**config.mk**
```make
export PLATFORM = sky130hd
export DESIGN_NAME = time_set_ctrl
export DESIGN_NICKNAME = d
export VERILOG_FILES = /design/src/rtl/time_set_ctrl.sv
export SDC_FILE = /design/constraint.sdc
export NUM_CORES = 1
export LEC_CHECK = 0
export ABC_AREA = 1
export CAP_MARGIN = 40
export CORE_MARGIN = 1.5
export CORE_UTILIZATION = 55
export CTS_CLUSTER_DIAMETER = 200
export DETAILED_ROUTE_END_ITERATION = 16
export PLACE_DENSITY = 0.87
export SETUP_SLACK_MARGIN = 0.1
export SYNTH_ARGS = -nofsm -noshare
export SYNTH_HDL_FRONTEND = slang
export SYNTH_SLANG_ARGS = --single-unit
```
**constraint.sdc**
```tcl
create_clock -name clk -period 1.8 [get_ports clk]
set_clock_uncertainty 0.1 [all_clocks]
set_input_delay 0.54 -clock clk [delete_from_list [all_inputs] [get_ports clk]]
set_output_delay 0.54 -clock clk [all_outputs]
set_load 0.02 [all_outputs]
```
**src/rtl/time_set_ctrl.sv**
```systemverilog
// Set-mode controller: button-driven edit of hour/minute/second with wrap and
// auto-repeat, committed to the counter chain through a stretched set strobe.
module time_set_ctrl #(
  parameter int unsigned HOUR_MAX      = 23,
  parameter int unsigned MIN_MAX       = 59,
  parameter int unsigned SEC_MAX       = 59,
  parameter int unsigned HOLD_CYCLES   = 500,
  parameter int unsigned REPEAT_CYCLES = 100,
  parameter int unsigned SET_LEN       = 2
) (
  input  logic       clk,
  input  logic       rst_n,
  input  logic       btn_mode,
  input  logic       btn_cancel,
  input  logic       btn_inc,
  input  logic       btn_dec,
  input  logic [4:0] cur_hour,
  input  logic [5:0] cur_minute,
  input  logic [5:0] cur_second,
  output logic [4:0] set_hour,
  output logic [5:0] set_minute,
  output logic [5:0] set_second,
  output logic       set,
  output logic       editing,
  output logic [1:0] field_sel
);

  typedef enum logic [2:0] {S_RUN, S_EDIT_H, S_EDIT_M, S_EDIT_S, S_COMMIT} state_t;

  localparam int unsigned CNT_MAX = (HOLD_CYCLES > REPEAT_CYCLES) ? HOLD_CYCLES : REPEAT_CYCLES;
  localparam int RW = $clog2(CNT_MAX + 1);
  localparam int SW = $clog2(SET_LEN + 1);
  localparam logic [RW-1:0] HOLD_CNT = RW'(HOLD_CYCLES);
  localparam logic [RW-1:0] REP_CNT  = RW'(REPEAT_CYCLES);
  localparam logic [SW-1:0] SET_LAST = SW'(SET_LEN - 1);

  state_t        r_state, w_state_nxt;
  logic [4:0]    r_set_hour, w_hour_nxt;
  logic [5:0]    r_set_minute, w_minute_nxt;
  logic [5:0]    r_set_second, w_second_nxt;
  logic          r_set, r_editing;
  logic [1:0]    r_field_sel, w_field_sel_nxt;
  logic          r_prev_mode, r_prev_cancel, r_prev_inc, r_prev_dec;
  logic [RW-1:0] r_rep_cnt, w_rep_cnt_nxt;
  logic          r_rep_phase, w_rep_phase_nxt;
  logic [SW-1:0] r_set_cnt, w_set_cnt_nxt;
  logic          w_step;

  logic w_ev_mode, w_ev_cancel, w_ev_inc, w_ev_dec;
  assign w_ev_mode   = btn_mode   & ~r_prev_mode;
  assign w_ev_cancel = btn_cancel & ~r_prev_cancel;
  assign w_ev_inc    = btn_inc    & ~r_prev_inc;
  assign w_ev_dec    = btn_dec    & ~r_prev_dec;

  // Out-of-range (corrupt) captures go to 0 on inc and to MAX on dec.
  function automatic logic [6:0] wrap_step(input logic [6:0] v, input logic [6:0] mx,
                                           input logic up);
    if (up) return (v >= mx) ? 7'd0 : v + 7'd1;
    else    return (v == 7'd0 || v > mx) ? mx : v - 7'd1;
  endfunction

  // NOTE: every signal assigned here gets a default first so no latch is inferred.
  always_comb begin
    w_state_nxt     = r_state;
    w_hour_nxt      = r_set_hour;
    w_minute_nxt    = r_set_minute;
    w_second_nxt    = r_set_second;
    w_rep_cnt_nxt   = r_rep_cnt;
    w_rep_phase_nxt = r_rep_phase;
    w_set_cnt_nxt   = r_set_cnt;
    w_step          = 1'b0;
    w_field_sel_nxt = 2'd0;

    unique case (r_state)
      S_RUN: begin
        w_rep_cnt_nxt   = '0;
        w_rep_phase_nxt = 1'b0;
        if (w_ev_mode) begin
          w_hour_nxt   = cur_hour;
          w_minute_nxt = cur_minute;
          w_second_nxt = cur_second;
          w_state_nxt  = S_EDIT_H;
        end
      end
      S_EDIT_H, S_EDIT_M, S_EDIT_S: begin
        if (w_ev_cancel) begin
          w_state_nxt     = S_RUN;
          w_rep_cnt_nxt   = '0;
          w_rep_phase_nxt = 1'b0;
        end else if (w_ev_mode) begin
          w_state_nxt     = (r_state == S_EDIT_H) ? S_EDIT_M :
                            (r_state == S_EDIT_M) ? S_EDIT_S : S_COMMIT;
          w_rep_cnt_nxt   = '0;
          w_rep_phase_nxt = 1'b0;
          w_set_cnt_nxt   = '0;
        end else if (btn_inc == btn_dec) begin
          w_rep_cnt_nxt   = '0;
          w_rep_phase_nxt = 1'b0;
        end else if (w_ev_inc || w_ev_dec) begin
          w_step          = 1'b1;
          w_rep_cnt_nxt   = RW'(1);
          w_rep_phase_nxt = 1'b0;
        end else if (r_rep_cnt != '0) begin
          // Zero count means "not armed": a level held over from a field change never repeats.
          if ((!r_rep_phase && r_rep_cnt == HOLD_CNT) || (r_rep_phase && r_rep_cnt == REP_CNT)) begin
            w_step          = 1'b1;
            w_rep_cnt_nxt   = RW'(1);
            w_rep_phase_nxt = 1'b1;
          end else begin
            w_rep_cnt_nxt = r_rep_cnt + RW'(1);
          end
        end
      end
      S_COMMIT: begin
        w_rep_cnt_nxt   = '0;
        w_rep_phase_nxt = 1'b0;
        if (r_set_cnt == SET_LAST) w_state_nxt = S_RUN;
        else                       w_set_cnt_nxt = r_set_cnt + SW'(1);
      end
      default: w_state_nxt = S_RUN;
    endcase

    if (w_step) begin
      unique case (r_state)
        S_EDIT_H: w_hour_nxt   = 5'(wrap_step({2'b00, r_set_hour}, 7'(HOUR_MAX), btn_inc));
        S_EDIT_M: w_minute_nxt = 6'(wrap_step({1'b0, r_set_minute}, 7'(MIN_MAX), btn_inc));
        S_EDIT_S: w_second_nxt = 6'(wrap_step({1'b0, r_set_second}, 7'(SEC_MAX), btn_inc));
        default: ;
      endcase
    end

    unique case (w_state_nxt)
      S_EDIT_H: w_field_sel_nxt = 2'd1;
      S_EDIT_M: w_field_sel_nxt = 2'd2;
      S_EDIT_S: w_field_sel_nxt = 2'd3;
      default:  w_field_sel_nxt = 2'd0;
    endcase
  end

  // NOTE: sequential state uses non-blocking assignments so all flops update together.
  always_ff @(posedge clk or negedge rst_n) begin
    if (!rst_n) begin
      r_state       <= S_RUN;
      r_set_hour    <= '0;
      r_set_minute  <= '0;
      r_set_second  <= '0;
      r_set         <= 1'b0;
      r_editing     <= 1'b0;
      r_field_sel   <= 2'd0;
      r_prev_mode   <= 1'b0;
      r_prev_cancel <= 1'b0;
      r_prev_inc    <= 1'b0;
      r_prev_dec    <= 1'b0;
      r_rep_cnt     <= '0;
      r_rep_phase   <= 1'b0;
      r_set_cnt     <= '0;
    end else begin
      r_state       <= w_state_nxt;
      r_set_hour    <= w_hour_nxt;
      r_set_minute  <= w_minute_nxt;
      r_set_second  <= w_second_nxt;
      r_set         <= (w_state_nxt == S_COMMIT);
      r_editing     <= (w_field_sel_nxt != 2'd0);
      r_field_sel   <= w_field_sel_nxt;
      r_prev_mode   <= btn_mode;
      r_prev_cancel <= btn_cancel;
      r_prev_inc    <= btn_inc;
      r_prev_dec    <= btn_dec;
      r_rep_cnt     <= w_rep_cnt_nxt;
      r_rep_phase   <= w_rep_phase_nxt;
      r_set_cnt     <= w_set_cnt_nxt;
    end
  end

  assign set_hour   = r_set_hour;
  assign set_minute = r_set_minute;
  assign set_second = r_set_second;
  assign set        = r_set;
  assign editing    = r_editing;
  assign field_sel  = r_field_sel;

endmodule

```
Word level (Yosys, flattened, before mapping)
Index checks and enable logic that the tools add are counted.
W data, S select, Z words.
- add/sub/neg operators: 8
- bitwise gates (word level): 8
- reductions and logical operators: 21
- equal/unequal tests: 17
- order comparisons: 6
- mux-type cells: 54
- operator list (kind ; number):
    $mux W6 ; 14
    $mux W9 ; 6
    $mux W5 ; 7
    $mux W3 ; 6
    $pmux W9 S2 ; 1
    $mux W1 ; 13
    $add A6 B1 Y6 const B ; 2
    $eq A3 B2 Y1 const B ; 4
    $ge A6 B6 Y1 const B ; 2
    $gt A6 B6 Y1 const B ; 2
    $logic_not A6 Y1 ; 2
    $ne A6 B6 Y1 const B ; 2
    $sub A6 B1 Y6 const B ; 2
    $add A9 B1 Y9 const B ; 1
    $eq A9 B7 Y1 const B ; 1
    $eq A9 B9 Y1 const B ; 1
    $pmux W3 S3 ; 1
    $reduce_bool A9 Y1 ; 1
    $eq A3 B1 Y1 const B ; 2
    $eq A3 B3 Y1 const B ; 2
    $mux W2 ; 3
    $ne A2 B2 Y1 const B ; 3
    $pmux W2 S3 ; 1
    $reduce_bool A2 Y1 ; 3
    21 further kinds ; 32
- register bits: 40
- bits of input ports: 23
- output and inout bits: 21
- word-level logic and storage cells: 128

Logic depth before layout (Yosys ltp)
- depth after elaboration: 11
- depth in mapped cells: 13
- gate-level depth less buffers: 13

Least setup slack after synthesis
Ideal clock, no wire load.
- path kind: register -> register
- from: register r_set_minute[0], in the netlist set_minute[0]
- to: register r_set_minute[2], in the netlist set_minute[2]
- slack: 0.154 ns
- setup time: 0.065 ns
- clock period less this slack: 1.646 ns
- arrival: 1.481 ns
- path buffers: 0
- stages on the path, launching flop included: 10
- path through: dfrtp_1 -> ha_1 -> or2_2 -> nand2_1 -> nand2_1 -> inv_1 -> nand3_1 -> o31ai_1 -> nand3_1 -> nand2_1
- word-level cells in the longest chain between the ends: 6
- elaborated cells on any way between the ends: 11
- RTL lines (what ; RTL line ; source):
    from (decl) ; 39 ; logic [5:0] r_set_minute, w_minute_nxt;
    from (signal assigned) ; 160 ; r_set_minute <= w_minute_nxt;
    $gt A6 B6 Y1 / $logic_not A6 Y1 (equally long branches) ; 59 ; else return (v == 7'd0 || v > mx) ? mx : v - 7'd1;
    $logic_or A1 B1 Y1 ; 59 ;
    $mux W6 ; 59 ;
    $mux W6 (*) ; 58 ; if (up) return (v >= mx) ? 7'd0 : v + 7'd1;
    $mux W6 (*) ; 124 ; unique case (r_state)
    $mux W6 (*) ; 123 ; if (w_step) begin
    named net w_minute_nxt[2] ; 39 ;
Mark *: on every way through the listed nets, which the timed path passes. The rest lies on a longest branch.
A chain may end at the register's enable or synchronous reset.

Worst setup path in the final report
- from: register r_set_second[0], in the netlist set_second[0]
- to: register r_set_second[3], in the netlist set_second[3]
- word-level cells in the longest chain between the ends: 6
- elaborated cells on any way between the ends: 11
- RTL lines (what ; RTL line ; source):
    from (decl) ; 40 ; logic [5:0] r_set_second, w_second_nxt;
    from (signal assigned) ; 161 ; r_set_second <= w_second_nxt;
    $gt A6 B6 Y1 / $logic_not A6 Y1 (equally long branches) ; 59 ;
    $logic_or A1 B1 Y1 ; 59 ;
    $mux W6 ; 59 ;
    $mux W6 (*) ; 58 ;
    $mux W6 (*) ; 124 ;
    $mux W6 (*) ; 123 ;
    named net w_second_nxt[3] ; 40 ;
Marks and branches as above.

==> results by stage <==
Placed design:
- In this run the cell area measured after placement is 3780 µm².
- The count of buffers added on input and output ports is 43.
- The pre-CTS setup slack is -0.513 ns.
- The detailed placer's ending HPWL is 5.89 mm.
- The final weighted congestion of routability-driven global placement is 0.950.

Clock tree:
- After clock tree synthesis, the clock-pin slew on the worst setup and hold paths is 0.09 ns.
- The number of levels the H-tree was split into is 2.
- The clock drives 40 sinks.
- Counting along the longest clock path gives a buffer depth of 2.
- Clock latency on the worst-skew pair, taken at its later pin, is 0.31 ns.
- TritonCTS built the clock tree.
- TritonCTS created 5 clock buffers.
- The tree is rooted in a sky130_fd_sc_hd__clkbuf_8.

Yosys:
- The count of yosys warnings during synthesis is 0.
- The post-synthesis share of cell area spent on full adders, half adders and majority gates is 4.64%.
- The mean area per synthesized cell is 6.67 µm².
- After technology mapping, the gate count stands at 445.
- Summing the areas of all and, or, nand and nor instances in the mapped netlist gives 40.5% of the synthesized area.
- In this run, distinct cell masters in the synthesized netlist total 36.
- The synthesized design contains 0 enable-type register cells.
- In the synthesized netlist, mux cells make up 0.337% of the area.
- The number of nets in the synthesized netlist is 479.
- The largest area contributor in the synthesized netlist is sky130_fd_sc_hd__dfrtp_1.
- The share of synthesized area occupied by flip-flops and latches is 33.7%.
- The commonest cells after synthesis are sky130_fd_sc_hd__nand2_1, sky130_fd_sc_hd__inv_1, sky130_fd_sc_hd__nand3_1.
- The most used standard cell by instance count after synthesis is sky130_fd_sc_hd__nand2_1.
- The share of Yosys cell area claimed by the top area cell type is 33.7%.
- The flip-flop cell with the highest count after synthesis is sky130_fd_sc_hd__dfrtp_1.
- The synthesized design contains 40 register bits.
- The largest family of logic cells by synthesized area is simple AND/OR/NAND/NOR gates.
- Summing the areas of all compound-gate instances in the mapped netlist gives 9.82% of the synthesized area.
- Of the total synthesized cell area, the portion taken by XOR and XNOR cells is 2.36%.
- Counting flops with an async set or reset pin after synthesis yields a share of 100%.
- The cell area that synthesis handed to floorplanning was 2970 µm².
- Yosys attributes the largest share of cell area to sky130_fd_sc_hd__dfrtp_1, sky130_fd_sc_hd__nand2_1, sky130_fd_sc_hd__nand3_1, sky130_fd_sc_hd__inv_1, sky130_fd_sc_hd__nor2_1.

GRT:
- The pin count of the biggest net entering global routing is 41.
- The via count of the first global-routing pass was 3132.
- Global routing used 28.8% of the available tracks.
- The total congestion overflow after global routing is 0.
- The number of antenna violations at the first check in global routing was 0.
- The first global-routing pass estimated 13.7 mm of wire.

Layout:
- The proportion of layout cells with a drive suffix above 1 is 28.6%.
- Registers take 1000 µm².
- 0 antenna diodes ended up in the layout.
- The area of all placed cells without fillers is 4220 µm².
- Fill cells in the final layout number 329.
- The layout-stage area growth over the synthesis result is 42.2%.
- Summing all multi-input logic gate instances after layout gives 1880 µm².
- In the final design database the tool counted 586 nets.

Setup path:
- The worst-case reg-to-reg path depth is 10.
- The family of cells with the greatest summed delay on the critical path is simple AND/OR/NAND/NOR gates.
- The delay contributed by the slowest stage of the critical path is 0.44 ns.
- The critical path data arrival time is 1.91 ns.
- The startpoint-to-endpoint class of the critical path is reg -> reg.
- The cell repeated most along the worst path is sky130_fd_sc_hd__nand2_1.
- The slowest stage of the critical path belongs to the cell sky130_fd_sc_hd__dfrtp_1.
- STA classifies the critical path endpoint as a flop.
- In this run the critical register-to-register path is captured at set_second[3].
- In this run the worst setup path begins at set_second[0].
- The capturing element of the worst setup path is set_second[3].
- Of all nets on the critical path, the largest fanout is 5.
- STA classifies the critical path startpoint as a flop.
- Setup slack on the worst reg-to-reg path comes out at 0.04 ns.
- In this run the critical register-to-register path is launched from set_second[0].
- Counting both buffers and inverters, the worst setup path holds a total of 0.
- In this run the number of cells on the critical path is 10.
- For the worst setup path, the data required time is 1.94 ns.
- The signal on the critical path passes through ha_2 -> nor2_1 -> nor2_2 -> nor2_2 -> nand3_1 -> nand3_1 -> nand2_1 -> nand2_1 -> nand2_1 -> nand2_1.

Route:
- The DRC violation count after routing is 0.
- The count of nets left with antenna violations once routing finished came out at 0.
- The DRC violation total after the first TritonRoute iteration is 237.
- The number of vias per cell after detailed routing is 5.51.
- The total number of vias is 3435.
- Dividing the detail-routed wire length by the instance count gives 14.3 µm.
- The first-pass iteration count of the detailed router is 5.
- The post-detailed-routing wire length is 8.91 mm.

Floorplanning:
- The I/O pin count is 44.
- In this run the vertical extent of the chip is 76.5 µm.
- The site row count is 26.
- The effective utilization at floorplan is 57.8%.
- The width of the chip is 76.5 µm.
- After floorplanning, the core was sized to cover 5140 µm².
- The die covers 5850 µm².

Timing:
- The number of endpoints with negative hold slack in the final report is 0.
- Across all setup checks in the final design, the least slack found is 0.0352 ns.
- The number of setup violations in the final report is 0.
- The worst relative slew slack is 79.0%.
- For the pin with the worst max-slew slack, the measured transition is 0.313 ns.
- The share of the clock period used by the worst path is 98.0%.
- Setup repair after global routing could not meet its margin everywhere.
- The achievable frequency is 0.567 GHz.
- The number of pins exceeding their max-slew limit in the final report came to 0.
- The minimum period implied by the final worst setup slack is 1.76 ns.

Power and ir drop:
- Power spread over the standard cell area amounts to 1350 nW/µm².
- The analysis attributes to cell leakage a power of 0.00220 µW.
- The maximum vdd drop is 0.978 mV.

Run:
- The tool flagged a number of max-cap violations equal to 0.

Worst hold path:
- The class of the tightest hold or removal check is in -> async.

Status:
- The flow ran to the end, and the final reports show no timing, DRC or antenna violations.
cell usage in the layout (no fill, tap or decap), types with 4 or more instances in the layout:
master and count:
sky130_fd_sc_hd__dlygate4sd2_1 14, sky130_fd_sc_hd__nor2_2 11, sky130_fd_sc_hd__nor2_1 32, sky130_fd_sc_hd__xor2_1 6, sky130_fd_sc_hd__nand4_1 9, sky130_fd_sc_hd__dfrtp_1 39
sky130_fd_sc_hd__buf_6 5, sky130_fd_sc_hd__o21ai_1 9, sky130_fd_sc_hd__ha_2 4, sky130_fd_sc_hd__nand2_2 14, sky130_fd_sc_hd__ha_1 6, sky130_fd_sc_hd__clkbuf_8 5
sky130_fd_sc_hd__buf_4 58, sky130_fd_sc_hd__inv_2 12, sky130_fd_sc_hd__nor2_4 4, sky130_fd_sc_hd__inv_1 39, sky130_fd_sc_hd__o21ai_2 5, sky130_fd_sc_hd__a21oi_1 7
sky130_fd_sc_hd__nand3_1 42, sky130_fd_sc_hd__nand2_1 137, sky130_fd_sc_hd__clkdlybuf4s50_1 17, sky130_fd_sc_hd__clkbuf_2 6, sky130_fd_sc_hd__o21ai_0 23
sequential cells by signal, indices dropped and copies added (netlist names):
register       count
field_sel          2
r_prev_cancel      1
r_rep_phase        1
r_prev_dec         1
r_prev_mode        1
r_set_cnt          2
set_second         6
r_state            3
set_hour           5
editing            1
r_prev_inc         1
set_minute         6
set                1
r_rep_cnt          9
power breakdown:
group	total [µW]	switching (µW)	internal [µW]	leakage (µW)
clock network	762	351	411	0.0000541
logic	3560	2090	1480	0.00163
registers	1390	231	1160	0.000513
total	5710	2670	3040	0.00220
how the worst min path moves through the flow:
stage | start | to | slack [ns] | cells past startpoint
after floorplan | rst_n | editing | 0.14 | 0
after global placement | r_set_cnt[0] | r_set_cnt[0] | 0.37 | 1
after detailed placement | r_set_cnt[0] | r_set_cnt[0] | 0.39 | 1
after CTS | rst_n | r_rep_cnt[4] | 0.11 | 2
after global routing | rst_n | r_rep_cnt[4] | 0.11 | 2
final | rst_n | set_second[3] | 0.09 | 2
worst register-to-register path, stage by stage, from the launching register on:
cell and delay, ns:
sky130_fd_sc_hd__dfrtp_1 0.44, sky130_fd_sc_hd__ha_2 0.23, sky130_fd_sc_hd__nor2_1 0.14, sky130_fd_sc_hd__nor2_2 0.08, sky130_fd_sc_hd__nor2_2 0.21, sky130_fd_sc_hd__nand3_1 0.12
sky130_fd_sc_hd__nand3_1 0.09, sky130_fd_sc_hd__nand2_1 0.06, sky130_fd_sc_hd__nand2_1 0.07, sky130_fd_sc_hd__nand2_1 0.07, sky130_fd_sc_hd__nand2_1 0.09
cell type report:
class / count / share of cell area [%]
repair buffers: 109 / 21.8
clock inverters: 3 / 1.01
multi-input cells: 341 / 44.5
flip-flops and latches: 40 / 23.7
well taps: 70 / 2.07
clock buffers: 5 / 1.63
inverters: 55 / 5.19
metal layers:
| layer | vias to the layer above | share of wire, % | wire length, µm | track usage (%) |
|---|---|---|---|---|
| li1 | 1642 | - | - | - |
| met1 | 1586 | 38 | 3420 | 34.8 |
| met2 | 186 | 52 | 4590 | 50.9 |
| met3 | 21 | 8.1 | 723 | 5.87 |
| met4 | 0 | 2.0 | 180 | 9.44 |
| met5 | - | 0 | 0 | 0 |
metrics by stage:
step	cells	setup TNS (ns)	total power [µW]	utilization (%)	hold WS, ns
2_1_floorplan	445	0	3390	-	0.144
3_3_place_gp	591	-11.11	4580	73.6	0.369
3_5_place_dp	591	-12.60	4660	73.6	0.392
4_1_cts	608	0	5360	77.8	0.106
5_1_grt	623	-0.0104	6120	82.1	0.114
6_report	623	0	5710	82.1	0.0872
kinds of logic after synthesis:
group,Yosys count
simple gates,267
buf+inv,64
compound gates,54
flops,40
fa+ha+maj,11
xor+xnor,8
mux,1
repair_timing:
item,4_1_cts,5_1_grt
setup endpoints to repair,49,34
setup buffers,9,15
resized for setup,57,65
endpoints found under the hold margin,0,0
hold buffers,0,0
pin swaps,15,25
Note: power is estimated with default switching activity, not from simulation.
